$ cat config.mk
export PLATFORM = sky130hd
export DESIGN_NAME = pipeline_hazard_ctrl
export DESIGN_NICKNAME = d
export VERILOG_FILES = /design/src/rtl/hazard_pkg.sv /design/src/rtl/hazard_fwd_sel.sv /design/src/rtl/pipeline_hazard_ctrl.sv
export SDC_FILE = /design/constraint.sdc
export NUM_CORES = 1
export LEC_CHECK = 0
export BUFFER_PORTS_ARGS = -buffer_cell sky130_fd_sc_hd__buf_2
export CAP_MARGIN = 5
export CELL_PAD_IN_SITES_DETAIL_PLACEMENT = 1
export CELL_PAD_IN_SITES_GLOBAL_PLACEMENT = 2
export CORE_MARGIN = 10
export CORE_UTILIZATION = 36
export CTS_CLUSTER_SIZE = 20
export DETAILED_ROUTE_END_ITERATION = 8
export PLACE_DENSITY_LB_ADDON = 0.1
export SYNTH_ARGS = -nofsm -noshare
export SYNTH_HDL_FRONTEND = slang
export SYNTH_SLANG_ARGS = --single-unit
$ cat constraint.sdc
create_clock -name clk -period 5.9 [get_ports clk]
set_input_delay 0.295 -clock clk [delete_from_list [all_inputs] [get_ports clk]]
set_output_delay 0.295 -clock clk [all_outputs]
set_load 0.01 [all_outputs]
$ cat src/rtl/hazard_pkg.sv
// Shared definitions for the decode-stage hazard controller: forwarding and
// next-PC encodings, FSM states and the shadow pipeline entry.
package hazard_pkg;

    localparam int unsigned REG_W = 5;
    localparam int unsigned FWD_W = 2;
    localparam int unsigned PCS_W = 2;

    // Operand source select
    localparam logic [FWD_W-1:0] FWD_RF  = 2'b00;
    localparam logic [FWD_W-1:0] FWD_EX  = 2'b01;
    localparam logic [FWD_W-1:0] FWD_MEM = 2'b10;
    localparam logic [FWD_W-1:0] FWD_WB  = 2'b11;

    // Sequential next-PC; every other PC_Src value is a control transfer
    localparam logic [PCS_W-1:0] PCS_SEQ = 2'b00;

    typedef enum logic {
        StRun,
        StStall
    } hz_state_e;

    // Destination info of one in-flight instruction
    typedef struct packed {
        logic             v;
        logic [REG_W-1:0] rd;
        logic             regw;
        logic             ld;
    } shadow_t;

    localparam shadow_t SHADOW_INVALID = '0;

    // A source only matters when it is read and is not R0
    function automatic logic src_used(input logic use_bit, input logic [REG_W-1:0] rs);
        return use_bit && (rs != '0);
    endfunction

endpackage

$ cat src/rtl/hazard_fwd_sel.sv
// Youngest-match forwarding select for a single operand.
module hazard_fwd_sel
    import hazard_pkg::*;
(
    input  logic             used,
    input  logic [REG_W-1:0] rs,
    input  shadow_t          e,
    input  shadow_t          m,
    input  shadow_t          w,
    output logic [FWD_W-1:0] fwd
);

    // EX wins over MEM over WB; a load in EX has no result yet, so it is skipped
    always_comb begin
        fwd = FWD_RF;
        if (used) begin
            if (e.v && e.regw && !e.ld && (e.rd == rs)) begin
                fwd = FWD_EX;
            end else if (m.v && m.regw && (m.rd == rs)) begin
                fwd = FWD_MEM;
            end else if (w.v && w.regw && (w.rd == rs)) begin
                fwd = FWD_WB;
            end
        end
    end

endmodule

$ cat src/rtl/pipeline_hazard_ctrl.sv
// Decode-side hazard controller: load-use stalls, IF/ID flush on control
// transfers, operand forwarding selects and stall/flush performance counters.
module pipeline_hazard_ctrl
    import hazard_pkg::*;
#(
    parameter int unsigned LOAD_USE_STALLS = 1,
    parameter int unsigned CNT_W           = 32
) (
    input  logic             clk,
    input  logic             rst,
    input  logic             dec_valid,
    input  logic [REG_W-1:0] dec_Rs1,
    input  logic [REG_W-1:0] dec_Rs2,
    input  logic             dec_use1,
    input  logic             dec_use2,
    input  logic [REG_W-1:0] dec_Rd,
    input  logic             dec_RegW,
    input  logic             dec_mem_R,
    input  logic [PCS_W-1:0] PC_Src,
    output logic             stall_F,
    output logic             stall_D,
    output logic             bubble_E,
    output logic             flush_D,
    output logic [FWD_W-1:0] fwdA,
    output logic [FWD_W-1:0] fwdB,
    output logic [CNT_W-1:0] stall_cnt,
    output logic [CNT_W-1:0] flush_cnt
);

    localparam logic [1:0] STALL_LOAD = 2'(LOAD_USE_STALLS - 1);

    shadow_t   e_q, m_q, w_q;
    shadow_t   dec_entry;
    hz_state_e state_q;
    logic [1:0] cnt_q;
    logic      used1, used2;
    logic      lu_hit;
    logic      stall;

    // Decode-side hazard terms; a stall always overrides a flush
    always_comb begin
        used1     = dec_valid && src_used(dec_use1, dec_Rs1);
        used2     = dec_valid && src_used(dec_use2, dec_Rs2);
        lu_hit    = e_q.v && e_q.ld && e_q.regw &&
                    ((used1 && (e_q.rd == dec_Rs1)) || (used2 && (e_q.rd == dec_Rs2)));
        stall     = (state_q == StStall) || lu_hit;
        stall_F   = stall;
        stall_D   = stall;
        bubble_E  = stall;
        flush_D   = dec_valid && (PC_Src != PCS_SEQ) && !stall;
        dec_entry = '{v: 1'b1, rd: dec_Rd, regw: dec_RegW, ld: dec_mem_R};
    end

    hazard_fwd_sel u_fwd_a (
        .used (used1),
        .rs   (dec_Rs1),
        .e    (e_q),
        .m    (m_q),
        .w    (w_q),
        .fwd  (fwdA)
    );

    hazard_fwd_sel u_fwd_b (
        .used (used2),
        .rs   (dec_Rs2),
        .e    (e_q),
        .m    (m_q),
        .w    (w_q),
        .fwd  (fwdB)
    );

    // Shadow copy of the EX/MEM/WB destination info
    always_ff @(posedge clk or posedge rst) begin
        if (rst) begin
            e_q <= SHADOW_INVALID;
            m_q <= SHADOW_INVALID;
            w_q <= SHADOW_INVALID;
        end else begin
            w_q <= m_q;
            m_q <= e_q;
            e_q <= (dec_valid && !stall) ? dec_entry : SHADOW_INVALID;
        end
    end

    // Stall FSM; in StStall cnt_q is the number of stall cycles still owed,
    // the current one included, so a hit yields LOAD_USE_STALLS bubbles in total
    always_ff @(posedge clk or posedge rst) begin
        if (rst) begin
            state_q <= StRun;
            cnt_q   <= '0;
        end else begin
            unique case (state_q)
                StRun: begin
                    if (lu_hit) begin
                        cnt_q <= STALL_LOAD;
                        if (LOAD_USE_STALLS > 1) begin
                            state_q <= StStall;
                        end
                    end
                end
                StStall: begin
                    cnt_q <= cnt_q - 2'd1;
                    if (cnt_q <= 2'd1) begin
                        state_q <= StRun;
                    end
                end
                default: begin
                    state_q <= StRun;
                    cnt_q   <= '0;
                end
            endcase
        end
    end

    // Performance counters, wrapping naturally at 2^CNT_W
    always_ff @(posedge clk or posedge rst) begin
        if (rst) begin
            stall_cnt <= '0;
            flush_cnt <= '0;
        end else begin
            stall_cnt <= stall_cnt + CNT_W'(bubble_E);
            flush_cnt <= flush_cnt + CNT_W'(flush_D);
        end
    end

endmodule

==> results of run 1 <==
-- cell type report --
| type | count | area (sq um) |
|---|---|---|
| fill | 1214 | 5950 |
| sequential | 89 | 2230 |
| multi-input combinational | 257 | 1690 |
| timing repair buffer | 96 | 483 |
| tap | 140 | 175 |
| clock buffer | 11 | 141 |
| clock inverter | 5 | 103 |
| inverter | 5 | 20.0 |
-- final timing paths --
path / slack (ns) / startpoint / endpoint
worst min-delay path: 0.02 / rst / flush_cnt[29]
worst max register to register: 2.10 / e_q[6] / stall_cnt[28]
worst max-delay path: 2.10 / e_q[6] / stall_cnt[28]
max in group asynchronous: 4.77 / rst / e_q[4]
worst min register to register: 0.38 / m_q[7] / w_q[7]
min in group clk: 0.14 / dec_Rd[1] / e_q[3]
-- power breakdown --
group | internal [mW] | switching, mW
Clock | 0.293 | 0.219
Combinational | 0.0513 | 0.0652
Sequential | 0.640 | 0.0315
Total | 0.984 | 0.316
-- flip-flops by register name, summed over array words and instances (netlist names) --
| name | count |
|---|---|
| cnt_q | 2 |
| e_q | 8 |
| flush_cnt | 32 |
| m_q | 7 |
| stall_cnt | 32 |
| state_q | 1 |
| w_q | 7 |
-- routing by layer --
metal,GRT usage,part of all wire
met1,0.164,0.44
met3,0.0431,0.047
met4,0.0386,0.0081
met2,0.218,0.50
met5,0,0
-- Yosys cell counts --
| cell type | number |
|---|---|
| or4_4 | 1 |
| o21ai_0 | 4 |
| buf_1 | 1 |
| nand2b_1 | 4 |
| and4_1 | 4 |
| a21oi_1 | 3 |
| inv_1 | 5 |
| xnor2_1 | 55 |
| nor2_1 | 33 |
| nor2b_1 | 2 |
| nor3_1 | 12 |
| or4_1 | 2 |
| or3_4 | 1 |
| nor4_2 | 2 |
| dfrtp_1 | 89 |
| nand4_4 | 1 |
| buf_4 | 2 |
| and3_1 | 8 |
| nand4b_1 | 2 |
| o31ai_1 | 1 |
| o211ai_1 | 2 |
| clkbuf_1 | 2 |
| nand4_1 | 18 |
| ha_1 | 5 |
| nand3_1 | 20 |
| nor3b_1 | 1 |
| nand2_1 | 40 |
| or2_2 | 1 |
| xor2_1 | 35 |
-- per-stage QoR --
| stage | std cells | hold WS (ns) | area (sq um) |
|---|---|---|---|
| 3_3_place_gp | 587 | 0.360 | 4600 |
| 3_5_place_dp | 587 | 0.360 | 4600 |
| 4_1_cts | 603 | 0.0418 | 4840 |
| 6_report | 603 | 0.0229 | 4840 |
| 2_1_floorplan | 356 | 0.354 | 3970 |
| 5_1_grt | 603 | 0.0570 | 4840 |
-- cells by family (layout without fill, tap and decap cells) --
family          count (synthesis)  in the layout
simple gates                  152            152
xor+xnor                       90             90
flops                          89             89
compound gates                 10             10
buf+inv                        10            117
fa+ha+maj                       5              5
==> flow_summary_export.csv, run 1 <==
group,metric,value,unit
status,outcome,"finished, final reports clean",
logic_synthesis,syn_avg_cell_area,11.1,sq um
sta,min_period_over_period,0.644,
logic_synthesis,synth_top_family_by_area,"XOR/XNOR gates",
critical_path,cp-start-kind,"flop",
placed_design,io_buffers,95,
grt,gr-total-overflow,0,
floorplan,core-area,10800,sq um
critical_path,crit_cells,12,
final_layout,area_delta_synth_final,22.1,%
grt,track_usage,0.133,
clock_tree,htreeDepth,3,
sta,worst_slack,2.10,ns
logic_synthesis,ys_types,29,
floorplan,die_y,125,microns
logic_synthesis,synthCells,356,
final_layout,final_cell_mix,"95 x buf_2, 89 x dfrtp_1, 55 x xnor2_1, 40 x nand2_1, 35 x xor2_1",
power_and_ir_drop,total_power,1.30,mW
critical_path,worstPathArrival,4.09,ns
placed_design,pre_cts_slack,1.98,ns
critical_path,critPathRequiredTime,6.19,ns
logic_synthesis,syn_area,3970,sq um
routing,drt-pass1-iter-count,4,
grt,antenna_found_initial,0,
floorplan,io_pins,96,
clock_tree,cts_setup_buffers,0,
final_layout,diodes,0,
critical_path,cp_slowest_stage_delay,0.72,ns
logic_synthesis,synth_top_cell_area_share,0.562,
placed_design,dp_hpwl,7.69,mm
critical_path,path_class,"reg -> reg",
sta,relSlewSlack,0.417,
grt,grt_pass1_wl,17.0,mm
sta,rsz0062_at_grt,"no",
hold_path,hold_class,"in -> async",
clock_tree,clk_pin_slew,0.10,ns
clock_tree,cts-root-buf,"clkbuf_8",
final_layout,nNetsFinal,487,
floorplan,num_rows,38,
critical_path,cpLargestDelayFamily,"simple AND/OR/NAND/NOR gates",
logic_synthesis,synth-xor-area-share,0.199,
routing,ant_nets,0,
sta,slew_viol_final,0,
power_and_ir_drop,peakVddDrop,0.000135,V
logic_synthesis,synthSimpleGateAreaFrac,0.198,
critical_path,path_buf_inv,1,
final_layout,layout_commonest_cell,"buf_2",
placed_design,routabilityCongestion,0.798,
clock_tree,post_cts_resized,0,
logic_synthesis,synthTopCellsByArea,"dfrtp_1 56%, xnor2_1 12%, xor2_1 7.7%",
floorplan,start_util,0.367,
critical_path,crit_chain,"xor2_1, nor2_1, nand4b_1, a21oi_1, or2_2, ha_1, ha_1, inv_1, nor4_2, nand4_1, nor2_1, xor2_1",
logic_synthesis,synth_top_cell_by_area,"dfrtp_1",
floorplan,die_w,125,microns
logic_synthesis,yosysSeqAreaShare,0.562,
logic_synthesis,ys_ff_latch,89,
clock_tree,clkSinkCount,89,
logic_synthesis,synth-compound-area-share,0.0145,
power_and_ir_drop,leakage,2.45,nW
sta,final_hold_viol_count,0,
floorplan,dieArea,15600,sq um
sta,fmax,263,MHz
logic_synthesis,synth_fp_nets,385,
logic_synthesis,yosysWarnings,0,
logic_synthesis,muxShareOfSynthArea,0,
routing,viasPerCell,4.85,
clock_tree,cts_inserted_buffers,9,
critical_path,endpoint_kind,"flop",
routing,drcViolationCount,0,
routing,vias,2922,
sta,period_needed,3.80,ns
clock_tree,clk_latency,0.37,ns
logic_synthesis,synth_fa_ha_area_frac,0.0158,
clock_tree,clk_path_buf_depth,2,
final_layout,drive_above_1_share,0.255,
power_and_ir_drop,p_per_area,268,nW/um^2
routing,drt_iter0_drc,158,
clock_tree,hold_buffers,0,
sta,setup_viol,0,
critical_path,critical_path.max_fanout,12,
routing,wl,10.1,mm
sta,worstMarginPinSlew,0.875,ns
final_layout,finish.utilization,0.449,
grt,grt_max_degree,51,
job,drv_cap,0,
sta,fin_skew,0.0168,ns
sta,setup_tns,0,ns
grt,first_global_vias,3193,
routing,wl_per_cell,16.8,microns
critical_path,r2r_cells,12,
critical_path,cpMaxStageDelayCell,"a21oi_1",
clock_tree,cts_tree,"yes",
Note: power is estimated with default switching activity, not from simulation.
==> run 2: changes to the inputs <==
--- a/config.mk
+++ b/config.mk
@@ -10,7 +10,7 @@
 export CELL_PAD_IN_SITES_DETAIL_PLACEMENT = 1
 export CELL_PAD_IN_SITES_GLOBAL_PLACEMENT = 2
 export CORE_MARGIN = 10
-export CORE_UTILIZATION = 36
+export CORE_UTILIZATION = 30
 export CTS_CLUSTER_SIZE = 20
 export DETAILED_ROUTE_END_ITERATION = 8
 export PLACE_DENSITY_LB_ADDON = 0.1
==> constraint.sdc (replaced) <==
create_clock -name clk -period 3.13 [get_ports clk]
set_input_delay 0.1565 -clock clk [delete_from_list [all_inputs] [get_ports clk]]
set_output_delay 0.1565 -clock clk [all_outputs]
set_load 0.01 [all_outputs]
==> run 2 against run 1 <==
Compared with the run above:
- sequential share of layout area down 1.6 points
- combinational power is 97% higher
- hold slack improved by 0.011 ns
- count of clock-buffer cells in the layout grew 3
- power grew 96%
- die area grew 17%
- critical endpoint is now stall_cnt[20]
- critical path depth grew 1
- fmax rose by 32%
- sequential power rose by 89%
- register-to-register slack worse by 1.9 ns
- cell count grew 6.8%
==> flow_summary_export.csv, run 2 (synthesis results as in run 1) <==
group,metric,value,unit
status,outcome,"finished, final reports clean",
sta,holdWs,0.0335,ns
power_and_ir_drop,leakage,2.53,nW
floorplan,die_w,135,microns
grt,grt_pass1_wl,17.1,mm
critical_path,cp_slowest_stage_delay,0.42,ns
routing,wl_per_cell,16.1,microns
critical_path,cpMostUsedCell,"xor2_1",
power_and_ir_drop,peakVddDrop,0.000209,V
critical_path,rrSetupSlack,0.24,ns
floorplan,die_y,135,microns
clock_tree,clk_pin_slew,0.06,ns
sta,slew_viol_final,0,
critical_path,cpMaxStageDelayCell,"dfrtp_1",
critical_path,cp-start-kind,"flop",
grt,track_usage,0.118,
routing,drt-pass1-iter-count,4,
sta,min_period_over_period,0.923,
routing,wl,10.3,mm
critical_path,endpoint_kind,"flop",
sta,setup_tns,0,ns
grt,gr-total-overflow,0,
floorplan,num_rows,41,
hold_path,min_from,"dec_Rd[3]",
grt,antenna_found_initial,0,
floorplan,core-area,12800,sq um
sta,worstMarginPinSlew,0.733,ns
placed_design,routabilityCongestion,0.813,
final_layout,final_cell_mix,"95 x buf_2, 89 x dfrtp_1, 55 x xnor2_1, 40 x nand2_1, 35 x xor2_1",
hold_path,hold_class,"in -> reg",
grt,grt_max_degree,51,
clock_tree,clkSinkCount,89,
floorplan,io_pins,96,
hold_path,min_path_cells,3,
final_layout,nNetsFinal,496,
job,drv_cap,0,
final_layout,area_delta_synth_final,26.6,%
clock_tree,clk_latency,0.34,ns
critical_path,reg2reg_to,"stall_cnt[20]",
placed_design,pre_cts_slack,0.0579,ns
routing,drt_iter0_drc,91,
critical_path,critPathRequiredTime,3.40,ns
floorplan,start_util,0.310,
critical_path,path_class,"reg -> reg",
clock_tree,clk_path_buf_depth,2,
sta,relSlewSlack,0.511,
critical_path,critPathLaunch,"e_q[4]",
placed_design,dp_hpwl,7.92,mm
sta,setup_viol,0,
final_layout,drive_above_1_share,0.271,
critical_path,r2r_cells,13,
routing,vias,2994,
routing,drcViolationCount,0,
sta,final_hold_viol_count,0,
sta,fin_skew,0.00733,ns
critical_path,critical_path.max_fanout,5,
final_layout,layout_commonest_cell,"buf_2",
clock_tree,cts_inserted_buffers,9,
final_layout,fin_cells,644,
grt,first_global_vias,3369,
sta,worst_slack,0.242,ns
sta,period_needed,2.89,ns
clock_tree,htreeDepth,3,
placed_design,dp_cells,626,
power_and_ir_drop,p_per_area,508,nW/um^2
critical_path,worstPathArrival,3.16,ns
critical_path,crit_chain,"xor2_1, nor2_1, nand4b_1, a21oi_2, or2_2, ha_1, ha_2, inv_1, nor4_2, buf_4, nand2_1, nor3_1, xor2_1",
clock_tree,cts-root-buf,"clkbuf_16",
routing,ant_nets,0,
hold_path,holdPathEnd,"e_q[5]",
critical_path,r2r-start,"e_q[4]",
floorplan,dieArea,18200,sq um
final_layout,diodes,0,
placed_design,io_buffers,95,
clock_tree,cts_tree,"yes",
routing,viasPerCell,4.65,
final_layout,largestRegisters,"flush_cnt x32, stall_cnt x32, e_q x8",
sta,fmax,346,MHz
run 2: worst max-delay path: cells and delay by family (launching register included):
family / cells / cell delay (ns)
AND/OR/NAND/NOR: 6 / 1.13
adder cells (fa/ha/maj): 2 / 0.48
flip-flops: 1 / 0.42
XOR/XNOR: 2 / 0.32
buffers and inverters: 2 / 0.27
AO/OA/AOI/OAI: 1 / 0.23
run 2: how the worst max path moves through the flow:
| stage | to | cells past startpoint | slack, ns |
|---|---|---|---|
| final | stall_cnt[20] | 13 | 0.24 |
| after global placement | flush_cnt[28] | 12 | 0.16 |
| after detailed placement | flush_cnt[30] | 12 | 0.06 |
| after global routing | stall_cnt[18] | 13 | -0.02 |
| after floorplan | flush_cnt[18] | 12 | 0.27 |
| after CTS | stall_cnt[30] | 12 | 0.09 |
run 2: cell type report:
type / count / area, sq um
Clock buffer: 14 / 284
Clock inverter: 2 / 10.0
Fill cell: 1464 / 7750
Inverter: 5 / 20.0
Multi-Input combinational cell: 257 / 1700
Sequential cell: 89 / 2230
Tap cell: 172 / 215
Timing Repair Buffer: 105 / 566
run 2: stage by stage:
step	power [mW]	utilization	cell area, sq um
floorplan	1.41	-	3970
global placement	1.52	0.368	4700
detailed placement	1.53	0.368	4700
CTS	2.60	0.392	5010
global route	2.67	0.393	5020
finish	2.55	0.393	5020
run 2: repair_timing:
action | CTS | global route
hold buffers | 1 | 0
gates resized for setup | 0 | 2
setup buffers | 0 | 1
setup endpoints to repair | 0 | 6
hold endpoints to repair | 39 | 0
run 2: where the power goes:
group / leakage, nW / switching, mW / internal, mW
Combinational: 1.19 / 0.127 / 0.102
Clock: 0.149 / 0.429 / 0.623
Sequential: 1.19 / 0.0619 / 1.21
run 2: metal layers:
metal	up-vias	wire length, microns	part of all wire	global-route usage
li1	1417	-	-	-
met1	1498	4560	0.44	0.139
met2	60	4910	0.48	0.189
met3	19	562	0.054	0.0367
met4	0	299	0.029	0.0586
met5	-	0	0	0
